## src/rtl/gl_video_pkg.sv

```systemverilog
// Shared video-pipeline types and helpers for the gl4 stages.
package gl_video_pkg;

    localparam int GL_D_WIDTH = 8;

    typedef struct packed {
        logic                  tuser;
        logic                  tlast;
        logic [GL_D_WIDTH-1:0] data;
    } beat_t;

    // Width of a counter that spans 0..n-1; never narrower than one bit.
    function automatic int cnt_w(input int n);
        return (n <= 2) ? 1 : $clog2(n);
    endfunction

endpackage

```

## src/rtl/gl4_reframe_if.sv

```systemverilog
// Valid/ready video stream with AXI-style tlast/tuser sidebands.
interface gl4_reframe_if #(parameter int D_WIDTH = 8);
    logic [D_WIDTH-1:0] data;
    logic               valid;
    logic               tlast;
    logic               tuser;
    logic               ready;

    modport master (output data, valid, tlast, tuser, input ready);
    modport slave  (input data, valid, tlast, tuser, output ready);
endinterface

```

## src/rtl/gl4_fifo.sv

```systemverilog
// Generic first-word-fall-through FIFO; the head entry is presented directly from storage.
module gl4_fifo #(
    parameter int WIDTH = 10,
    parameter int DEPTH = 16
) (
    input  logic                   clk,
    input  logic                   rst,
    input  logic [WIDTH-1:0]       wr_data,
    input  logic                   wr_valid,
    output logic                   wr_ready,
    output logic [WIDTH-1:0]       rd_data,
    output logic                   rd_valid,
    input  logic                   rd_ready,
    output logic [$clog2(DEPTH):0] level
);
    localparam int AW = $clog2(DEPTH);

    logic [AW:0]      wr_ptr_q, wr_ptr_d;
    logic [AW:0]      rd_ptr_q, rd_ptr_d;
    logic [WIDTH-1:0] mem_q [DEPTH];
    logic [WIDTH-1:0] mem_d [DEPTH];
    logic             full, empty, push, pop;

    // Extra pointer MSB separates the full and empty cases when the indices match.
    assign full  = (wr_ptr_q[AW] != rd_ptr_q[AW]) && (wr_ptr_q[AW-1:0] == rd_ptr_q[AW-1:0]);
    assign empty = (wr_ptr_q == rd_ptr_q);
    assign push  = wr_valid && !full;
    assign pop   = !empty && rd_ready;

    assign wr_ready = !full;
    assign rd_valid = !empty;
    assign rd_data  = mem_q[rd_ptr_q[AW-1:0]];
    assign level    = wr_ptr_q - rd_ptr_q;

    always_comb begin
        wr_ptr_d = wr_ptr_q + (AW+1)'(push);
        rd_ptr_d = rd_ptr_q + (AW+1)'(pop);
    end

    always_ff @(posedge clk or posedge rst) begin
        if (rst) begin
            wr_ptr_q <= '0;
            rd_ptr_q <= '0;
        end else begin
            wr_ptr_q <= wr_ptr_d;
            rd_ptr_q <= rd_ptr_d;
        end
    end

    // Storage is reset so the idle head reads as zero rather than unknown.
    for (genvar gi = 0; gi < DEPTH; gi++) begin : g_entry
        always_comb begin
            mem_d[gi] = mem_q[gi];
            if (push && (wr_ptr_q[AW-1:0] == AW'(gi))) begin
                mem_d[gi] = wr_data;
            end
        end

        always_ff @(posedge clk or posedge rst) begin
            if (rst) begin
                mem_q[gi] <= '0;
            end else begin
                mem_q[gi] <= mem_d[gi];
            end
        end
    end
endmodule

```

## src/rtl/gl4_reframe.sv

```systemverilog
// Re-frames the decimated stream: regenerates tlast from a column count, realigns on tuser.
module gl4_reframe
    import gl_video_pkg::*;
#(
    parameter int D_WIDTH = 8,
    parameter int OUT_W   = 960,
    parameter int OUT_H   = 540,
    parameter int DEPTH   = 16
) (
    input  logic                   clk,
    input  logic                   rst,
    gl4_reframe_if.slave           up,
    gl4_reframe_if.master          down,
    output logic [$clog2(DEPTH):0] level,
    output logic                   err_sof_early,
    output logic                   err_sof_missing
);
    localparam int CW = cnt_w(OUT_W);
    localparam int RW = cnt_w(OUT_H);
    localparam logic [CW-1:0] LAST_COL = CW'(OUT_W - 1);
    localparam logic [RW-1:0] LAST_ROW = RW'(OUT_H - 1);

    typedef struct packed {
        logic               tuser;
        logic               tlast;
        logic [D_WIDTH-1:0] data;
    } frame_beat_t;

    logic [CW-1:0] col_q, col_d, ec;
    logic [RW-1:0] row_q, row_d, er;
    logic          seen_sof_q, seen_sof_d;
    logic          early_q, early_d;
    logic          missing_q, missing_d;
    logic          up_ready_w, push, at_origin;
    frame_beat_t   wr_beat, rd_beat;

    assign push      = up.valid && up_ready_w;
    assign at_origin = (col_q == '0) && (row_q == '0);

    always_comb begin
        ec         = up.tuser ? '0 : col_q;
        er         = up.tuser ? '0 : row_q;
        col_d      = col_q;
        row_d      = row_q;
        seen_sof_d = seen_sof_q;
        early_d    = early_q;
        missing_d  = missing_q;

        wr_beat.tuser = up.tuser;
        wr_beat.tlast = (ec == LAST_COL);
        wr_beat.data  = up.data;

        if (push) begin
            if (ec == LAST_COL) begin
                col_d = '0;
                row_d = (er == LAST_ROW) ? '0 : er + RW'(1);
            end else begin
                col_d = ec + CW'(1);
                row_d = er;
            end
            // Missing-SOF is only meaningful once the stream has shown a frame start.
            if (up.tuser) begin
                seen_sof_d = 1'b1;
                if (!at_origin) early_d = 1'b1;
            end else if (at_origin && seen_sof_q) begin
                missing_d = 1'b1;
            end
        end
    end

    always_ff @(posedge clk or posedge rst) begin
        if (rst) begin
            col_q      <= '0;
            row_q      <= '0;
            seen_sof_q <= 1'b0;
            early_q    <= 1'b0;
            missing_q  <= 1'b0;
        end else begin
            col_q      <= col_d;
            row_q      <= row_d;
            seen_sof_q <= seen_sof_d;
            early_q    <= early_d;
            missing_q  <= missing_d;
        end
    end

    gl4_fifo #(
        .WIDTH ($bits(frame_beat_t)),
        .DEPTH (DEPTH)
    ) u_fifo (
        .clk      (clk),
        .rst      (rst),
        .wr_data  (wr_beat),
        .wr_valid (up.valid),
        .wr_ready (up_ready_w),
        .rd_data  (rd_beat),
        .rd_valid (down.valid),
        .rd_ready (down.ready),
        .level    (level)
    );

    assign up.ready        = up_ready_w;
    assign down.data       = rd_beat.data;
    assign down.tlast      = rd_beat.tlast;
    assign down.tuser      = rd_beat.tuser;
    assign err_sof_early   = early_q;
    assign err_sof_missing = missing_q;
endmodule

```

## src/flat_wrapper.sv

```systemverilog
// flat-port wrapper written by rule: the top's interface ports become plain ports
module gl4_reframe_flat import gl_video_pkg::*;
#(
    parameter int D_WIDTH = 8,
    parameter int OUT_W   = 960,
    parameter int OUT_H   = 540,
    parameter int DEPTH   = 16
)
  (clk, rst, level, err_sof_early, err_sof_missing, up_data, up_valid, up_tlast, up_tuser, up_ready, down_data, down_valid, down_tlast, down_tuser, down_ready);
  gl4_reframe_if #(.D_WIDTH(D_WIDTH)) up_i ();
  gl4_reframe_if #(.D_WIDTH(D_WIDTH)) down_i ();
  input  logic clk;
  input  logic rst;
  output logic [$clog2(DEPTH):0] level;
  output logic err_sof_early;
  output logic err_sof_missing;
  input wire logic [$bits(up_i.data)-1:0] up_data;
  input wire logic [$bits(up_i.valid)-1:0] up_valid;
  input wire logic [$bits(up_i.tlast)-1:0] up_tlast;
  input wire logic [$bits(up_i.tuser)-1:0] up_tuser;
  output wire logic [$bits(up_i.ready)-1:0] up_ready;
  output wire logic [$bits(down_i.data)-1:0] down_data;
  output wire logic [$bits(down_i.valid)-1:0] down_valid;
  output wire logic [$bits(down_i.tlast)-1:0] down_tlast;
  output wire logic [$bits(down_i.tuser)-1:0] down_tuser;
  input wire logic [$bits(down_i.ready)-1:0] down_ready;
  assign up_i.data = up_data;
  assign up_i.valid = up_valid;
  assign up_i.tlast = up_tlast;
  assign up_i.tuser = up_tuser;
  assign up_ready = up_i.ready;
  assign down_data = down_i.data;
  assign down_valid = down_i.valid;
  assign down_tlast = down_i.tlast;
  assign down_tuser = down_i.tuser;
  assign down_i.ready = down_ready;
  gl4_reframe #(.D_WIDTH(D_WIDTH), .OUT_W(OUT_W), .OUT_H(OUT_H), .DEPTH(DEPTH)) u_core (.clk(clk), .rst(rst), .up(up_i), .down(down_i), .level(level), .err_sof_early(err_sof_early), .err_sof_missing(err_sof_missing));
endmodule
```

## config.mk

```make
export PLATFORM = sky130hd
export DESIGN_NAME = gl4_reframe_flat
export DESIGN_NICKNAME = d
export VERILOG_FILES = /design/src/rtl/gl_video_pkg.sv /design/src/rtl/gl4_reframe_if.sv /design/src/rtl/gl4_fifo.sv /design/src/rtl/gl4_reframe.sv /design/src/flat_wrapper.sv
export SDC_FILE = /design/constraint.sdc
export NUM_CORES = 1
export LEC_CHECK = 0
export ABC_CLOCK_PERIOD_IN_PS = 12500
export CORE_MARGIN = 8
export CORE_UTILIZATION = 40
export CTS_CLUSTER_DIAMETER = 30
export DETAILED_ROUTE_END_ITERATION = 8
export GPL_TIMING_DRIVEN = 0
export REMOVE_ABC_BUFFERS = 1
export SYNTH_ARGS = -nofsm -noshare
export SYNTH_HDL_FRONTEND = slang
export SYNTH_SLANG_ARGS = --single-unit
```

## constraint.sdc

```tcl
create_clock -name clk -period 12.5 [get_ports clk]
set_input_delay 1.25 -clock clk [delete_from_list [all_inputs] [get_ports clk]]
set_output_delay 1.25 -clock clk [all_outputs]
set_load 0.1 [all_outputs]
```

==> results of run 1 <==
## flip-flops by register name, indices dropped and copies added, names as in the netlist
name / flops
u_core.u_fifo.wr_ptr_q: 5
u_core.u_fifo.mem_q: 160
u_core.row_q: 10
u_core.u_fifo.rd_ptr_q: 5
u_core.err_sof_early: 1
u_core.seen_sof_q: 1
u_core.col_q: 10
u_core.err_sof_missing: 1
## worst register-to-register path, delay by kind of cell (launching register included)
kind            cells  cell delay (ns)
compound gates      1             0.73
xor+xnor            1             0.12
fa+ha+maj           3             0.90
buf+inv             3             0.92
flops               1             0.79
simple gates        2             0.50
## cells in the final DEF, fill, tap and decap left out, types with 3 or more instances in the layout
master	n
dfrtp_1	191
nand3b_1	3
nor3_1	8
nor4_1	5
o21ai_0	30
xnor2_1	7
clkbuf_16	17
nand2b_1	3
mux2_2	145
inv_1	11
mux4_2	50
clkinv_4	3
nor2b_1	8
ha_1	10
and4_1	3
nand2_1	49
nand3_1	16
a21o_1	6
xor2_1	4
nand4_1	3
a21oi_1	8
clkdlybuf4s50_1	30
nor2_1	15
clkbuf_8	4
or4_1	3
a31oi_1	3
## cell type report
class / count / share of cell area
Clock inverter: 10 / 0.01203
Tap cell: 285 / 0.03463
Timing Repair Buffer: 33 / 0.03426
Clock buffer: 22 / 0.04702
Sequential cell: 193 / 0.4695
Inverter: 12 / 0.005103
Multi-Input combinational cell: 410 / 0.3974
## Yosys cell counts (2+ instances only)
cell | count | area share
a211oi_1 | 2 | 0.0016
a21o_1 | 6 | 0.0049
a21oi_1 | 8 | 0.0044
a31oi_1 | 3 | 0.0020
a32o_1 | 2 | 0.0022
and2_1 | 2 | 0.0014
and3b_1 | 2 | 0.0019
and4_1 | 3 | 0.0029
buf_1 | 5 | 0.0020
buf_2 | 20 | 0.011
clkbuf_1 | 24 | 0.0098
dfrtp_1 | 193 | 0.53
ha_1 | 10 | 0.014
inv_1 | 12 | 0.0049
mux2_2 | 145 | 0.18
mux4_2 | 50 | 0.12
nand2_1 | 49 | 0.020
nand2b_1 | 3 | 0.0020
nand3_1 | 16 | 0.0087
nand3b_1 | 3 | 0.0025
nand4_1 | 3 | 0.0020
nor2_1 | 15 | 0.0061
nor2b_1 | 8 | 0.0055
nor3_1 | 8 | 0.0044
nor3b_1 | 2 | 0.0016
nor4_1 | 5 | 0.0034
o21ai_0 | 30 | 0.016
o31ai_1 | 2 | 0.0016
or3_1 | 2 | 0.0014
or4_1 | 3 | 0.0025
xnor2_1 | 7 | 0.0067
xor2_1 | 4 | 0.0038
## metal layers
layer	routed length, microns	part of all wire
met1	8673	0.42
met2	11010	0.53
met3	689	0.033
met4	320	0.015
met5	0	0
## logic make-up after synthesis
kind of cell | synth area share
AO/OA/AOI/OAI | 0.04650
multiplexers | 0.3007
XOR/XNOR | 0.01050
buffers and inverters | 0.02768
adder cells (fa/ha/maj) | 0.01582
flip-flops | 0.5263
AND/OR/NAND/NOR | 0.07254
## stage by stage
stage / utilization / hold slack, ns
after floorplan: - / 0.4353
after global placement: 0.4268 / 0.4536
after detailed placement: 0.4295 / 0.4686
after CTS: 0.4564 / 0.4829
after global routing: 0.4562 / 0.4976
final: 0.4562 / 0.4777
## path summary, 6_finish.rpt
kind	to	slack, ns	cells past startpoint
min	u_core.err_sof_missing	0.48	1
max	level[4]	7.36	7
min reg2reg	u_core.err_sof_missing	0.48	1
max reg2reg	u_core.u_fifo.wr_ptr_q[4]	8.47	10
max in group asynchronous	u_core.u_fifo.mem_q[117]	10.27	3
min in group asynchronous	u_core.u_fifo.wr_ptr_q[2]	1.24	2
==> results.yml, run 1 <==
clock_tree:
  ctsLongestPathBuffers: 2
  cts_tree: "built"
  cts_buffers: 17
  clk_pin_slew_ns: 0.07
  cts-root-buf: "clkbuf_16"
  ctsHoldBuffers: 0
  clock-sinks: 193
  cts_resized: 0
  postCtsSetupBuffers: 0
  clk_latency_ns: 0.43
  htree_levels: 4
die:
  io_pins: 33
  row_count: 55
  die_h_microns: 167.5
  start_util: 0.4065
  die_w_microns: 167.5
  core-area_sq_um: 22570
  dieArea_sq_um: 28040
synthesis:
  synth-async-reset-ratio: 1.000
  synth_edf_count: 0
  syn_area_sq_um: 9176
  yosysWarnings: 0
  ys_types: 49
  synthFlopType: "dfrtp_1"
  ys_ff_latch: 193
  syn_avg_cell_area_sq_um: 13.82
  yosysSeqAreaShare: 0.5263
  netlist_instances: 664
detailed_routing:
  via_per_inst: 5.687
  antenna_left: 0
  vias: 5488
  dr.first_iter.drc_count: 258
  drc_errors: 0
  wl_per_cell_microns: 21.45
  routed_wirelength_microns: 20700
  first_pass_iters: 4
global_routing:
  grt_pass1_wl_microns: 32900
  gr-usage-met3: 0.03339
  track_usage: 0.1520
  grtUsageMet1: 0.1809
  gr-total-overflow: 0
  grt-busiest-layer: "met2"
  use_met2: 0.2698
  grt_max_degree: 133
  antenna_found_initial: 0
  grt_pass1_vias: 5880
timing:
  maxSlewViolCount: 0
  hold_viol_final: 0
  fmax_mhz: 194.5
  slew_headroom: 0.3306
  rsz0062_at_grt: "false"
  worst_slack_ns: 7.358
  fin_crit_ns: 5.142
  worstMarginPinSlew_ns: 1.001
  final-setup-viol-count: 0
  setup_tns_ns: 0
  fin_worst_skew_ns: 0.01467
  post-route-period-util: 0.4114
worst_hold_path:
  min_path_type: "register to register"
  min_from: "u_core.err_sof_missing"
placed_design:
  portBuffers: 31
  gp_congestion: 0.8402
  preCtsSetupSlack_ns: 7.588
  place_inst: 933
  place_area_sq_um: 9694
  hpwlAfterDp_microns: 12640
final_layout:
  fin_area_sq_um: 10300
  regArea_sq_um: 4835
  syn2layout_area_growth_pct: 12.22
  antenna_cells: 0
  stdcell_count: 965
  fillCellCount: 1963
  multi_input_area_sq_um: 4093
  drive_gt1_frac: 0.3485
  layout.nets: 692
critical_path:
  cp_cell_sequence: "ha_1 -> inv_1 -> fa_1 -> a21o_1 -> a21oi_1 -> xnor2_1 -> clkdlybuf4s50_1"
  max_stage_delay_ns: 1.16
  crit_fanout: 42
  cp_top_family: "buffers and inverters"
  cp-end-kind: "output pin"
  path_buf_inv: 2
  critPathKind: "register to output pin"
  start_kind: "register"
  worstPathRequired_ns: 11.25
  r2r_start: "u_core.u_fifo.rd_ptr_q[1]"
  cp_slowest_cell: "clkdlybuf4s50_1"
  crit_start: "u_core.u_fifo.rd_ptr_q[0]"
  critPathArrivalTime_ns: 3.89
run_status:
  status: "completed"
run:
  max_cap_viol_count: 0
Power of run 1 is not shown: default switching activity piles up to over one toggle a cycle in this logic, so the estimate is an artifact.
==> inputs of run 2 (changes only) <==
--- a/config.mk
+++ b/config.mk
@@ -5,7 +5,7 @@
 export SDC_FILE = /design/constraint.sdc
 export NUM_CORES = 1
 export LEC_CHECK = 0
-export ABC_CLOCK_PERIOD_IN_PS = 12500
+export ABC_CLOCK_PERIOD_IN_PS = 5300
 export CORE_MARGIN = 8
 export CORE_UTILIZATION = 40
 export CTS_CLUSTER_DIAMETER = 30
==> constraint.sdc (replaced) <==
create_clock -name clk -period 5.3 [get_ports clk]
set_input_delay 0.53 -clock clk [delete_from_list [all_inputs] [get_ports clk]]
set_output_delay 0.53 -clock clk [all_outputs]
set_load 0.1 [all_outputs]
==> results of run 2 <==
Same layout as run 1 (identical final DEF). Status: completed.
Among the figures that moved: setup slack after placement 7.588 ns -> 1.108 ns; setup slack after layout 7.358 ns -> 0.8779 ns; register-to-register setup slack 8.47 ns -> 1.27 ns
Power of run 2 is left out for the same reason.
==> inputs of run 3 (changes only) <==
--- a/config.mk
+++ b/config.mk
@@ -5,7 +5,7 @@
 export SDC_FILE = /design/constraint.sdc
 export NUM_CORES = 1
 export LEC_CHECK = 0
-export ABC_CLOCK_PERIOD_IN_PS = 5300
+export ABC_CLOCK_PERIOD_IN_PS = 4000
 export CORE_MARGIN = 8
 export CORE_UTILIZATION = 40
 export CTS_CLUSTER_DIAMETER = 30
==> constraint.sdc (replaced) <==
create_clock -name clk -period 4 [get_ports clk]
set_input_delay 0.4 -clock clk [delete_from_list [all_inputs] [get_ports clk]]
set_output_delay 0.4 -clock clk [all_outputs]
set_load 0.1 [all_outputs]
==> run 3 against run 2 <==
  * Sequential share of layout area shrank 0.19 points
  * Count of clock-buffer cells in the layout is the same
  * Cell count grew 0.10%
  * Routed wire length grew 0.78%
  * Cell area grew 0.41%
  * Via count is essentially flat
  * Setup slack lost 0.73 ns
  * Non-clock buffer count grew 1
  * Register-to-register slack lost 0.97 ns
  * First-iteration DRC count grew 5.0%
  * Hold slack lost 0.082 ns
  * Highest routed layer unchanged
  * Core utilization grew 0.19 points
==> results.yml, run 3 (synthesis results as in run 1) <==
final_layout:
  multi_input_area_sq_um: 4094
  fin_area_sq_um: 10340
  largest_registers: "u_core.u_fifo.mem_q x160, u_core.col_q x10, u_core.row_q x10"
  final_common_cell: "dfrtp_1"
  layout.nets: 693
  utilization: 0.4581
  drive_gt1_frac: 0.3539
  fillCellCount: 1956
  regArea_sq_um: 4835
  antenna_cells: 0
  final_cell_mix: "dfrtp_1 (191), mux2_2 (145), mux4_2 (50), nand2_1 (49), o21ai_0 (30)"
  largest_reg_flops: 160
  syn2layout_area_growth_pct: 12.68
  regMostFlops: "u_core.u_fifo.mem_q"
die:
  io_pins: 33
  start_util: 0.4065
  row_count: 55
  die_w_microns: 167.5
  die_h_microns: 167.5
  core-area_sq_um: 22570
  dieArea_sq_um: 28040
critical_path:
  critPathArrivalTime_ns: 3.45
  start_kind: "register"
  critPathKind: "register to output pin"
  cp_slowest_cell: "clkdlybuf4s50_1"
  path_buf_inv: 3
  cp_top_family: "buffers and inverters"
  worstPathRequired_ns: 3.60
  cp_cell_sequence: "buf_12 -> inv_1 -> ha_1 -> and4_1 -> nand2_1 -> clkdlybuf4s50_1"
  cp-end-kind: "output pin"
  max_stage_delay_ns: 1.13
  crit_fanout: 24
clock_tree:
  cts_buffers: 17
  ctsLongestPathBuffers: 2
  clk_latency_ns: 0.43
  htree_levels: 4
  cts_tree: "built"
  clock-sinks: 193
  clk_pin_slew_ns: 0.07
  cts-root-buf: "clkbuf_16"
detailed_routing:
  drc_errors: 0
  via_per_inst: 5.682
  dr.first_iter.drc_count: 271
  antenna_left: 0
  vias: 5489
  first_pass_iters: 5
  routed_wirelength_microns: 20860
  wl_per_cell_microns: 21.59
global_routing:
  track_usage: 0.1533
  grt_pass1_wl_microns: 33110
  gr-total-overflow: 0
  grt_pass1_vias: 5899
  grt_max_degree: 133
  antenna_found_initial: 0
placed_design:
  hpwlAfterDp_microns: 12640
  gp_congestion: 0.8402
  portBuffers: 31
  place_area_sq_um: 9694
  preCtsSetupSlack_ns: -0.06174
timing:
  worst_slack_ns: 0.1461
  hold_viol_final: 0
  final-setup-viol-count: 0
  worstMarginPinSlew_ns: 0.9877
  maxSlewViolCount: 0
  post-route-period-util: 0.9635
  fin_worst_skew_ns: 0.01459
  fin_hold_ws_ns: 0.3952
  slew_headroom: 0.3395
  fin_crit_ns: 3.854
  rsz0062_at_grt: "false"
  fmax_mhz: 259.5
run_status:
  status: "completed"
worst_hold_path:
  min_path_type: "input pin to async pin"
run:
  max_cap_viol_count: 0
-- run 3: worst reg2reg max path: cells and delay by family (launching register included) --
kind	cells	cell delay, ns
DFF	1	0.79
muxes	1	0.55
adders and majority gates	1	0.31
AOI/OAI and AO/OA	1	0.47
and+or+nand+nor	2	1.06
buffers and inverters	2	0.39
-- run 3: area by class of cell --
cell class	instances	area share
Timing Repair Buffer	34	0.03775
Inverter	12	0.005445
Sequential cell	193	0.4676
Multi-Input combinational cell	410	0.3959
Clock buffer	22	0.04683
Tap cell	285	0.03449
Clock inverter	10	0.01198
-- run 3: layer usage --
layer,part of all wire,vias to the layer above,GRT usage
met3,0.030,33,0.03339
met5,0,-,0
met1,0.42,2895,0.1818
li1,-,2457,-
met4,0.020,0,0.05202
met2,0.53,104,0.2712
-- run 3: timing repair --
| item | in CTS | in global routing |
|---|---|---|
| gates resized for setup | 5 | 8 |
| gates cloned | 0 | 0 |
| setup endpoints to repair | 12 | 8 |
| hold buffers | 0 | 0 |
| pin swaps | 0 | 0 |
| hold endpoints to repair | 0 | 0 |
| buffers inserted | 1 | 0 |
-- run 3: worst paths after layout --
check / end / start / slack [ns] / cells after the start
setup reg to reg: u_core.u_fifo.mem_q[81] / u_core.u_fifo.rd_ptr_q[1] / 0.30 / 7
setup / recovery: up_ready / u_core.u_fifo.rd_ptr_q[1] / 0.15 / 6
max in group asynchronous: u_core.u_fifo.mem_q[117] / rst / 2.61 / 3
min in group clk: u_core.err_sof_missing / u_core.err_sof_missing / 0.48 / 1
hold reg to reg: u_core.err_sof_missing / u_core.err_sof_missing / 0.48 / 1
hold / removal: u_core.u_fifo.wr_ptr_q[2] / rst / 0.40 / 2
-- run 3: stage by stage --
| stage | TNS (ns) | cells |
|---|---|---|
| final | 0 | 966 |
| after CTS | 0 | 966 |
| after floorplan | -319.82 | 615 |
| after detailed placement | -0.1033 | 933 |
| after global placement | -862.18 | 931 |
| after global routing | 0 | 966 |
Power of run 3 is left out for the same reason.
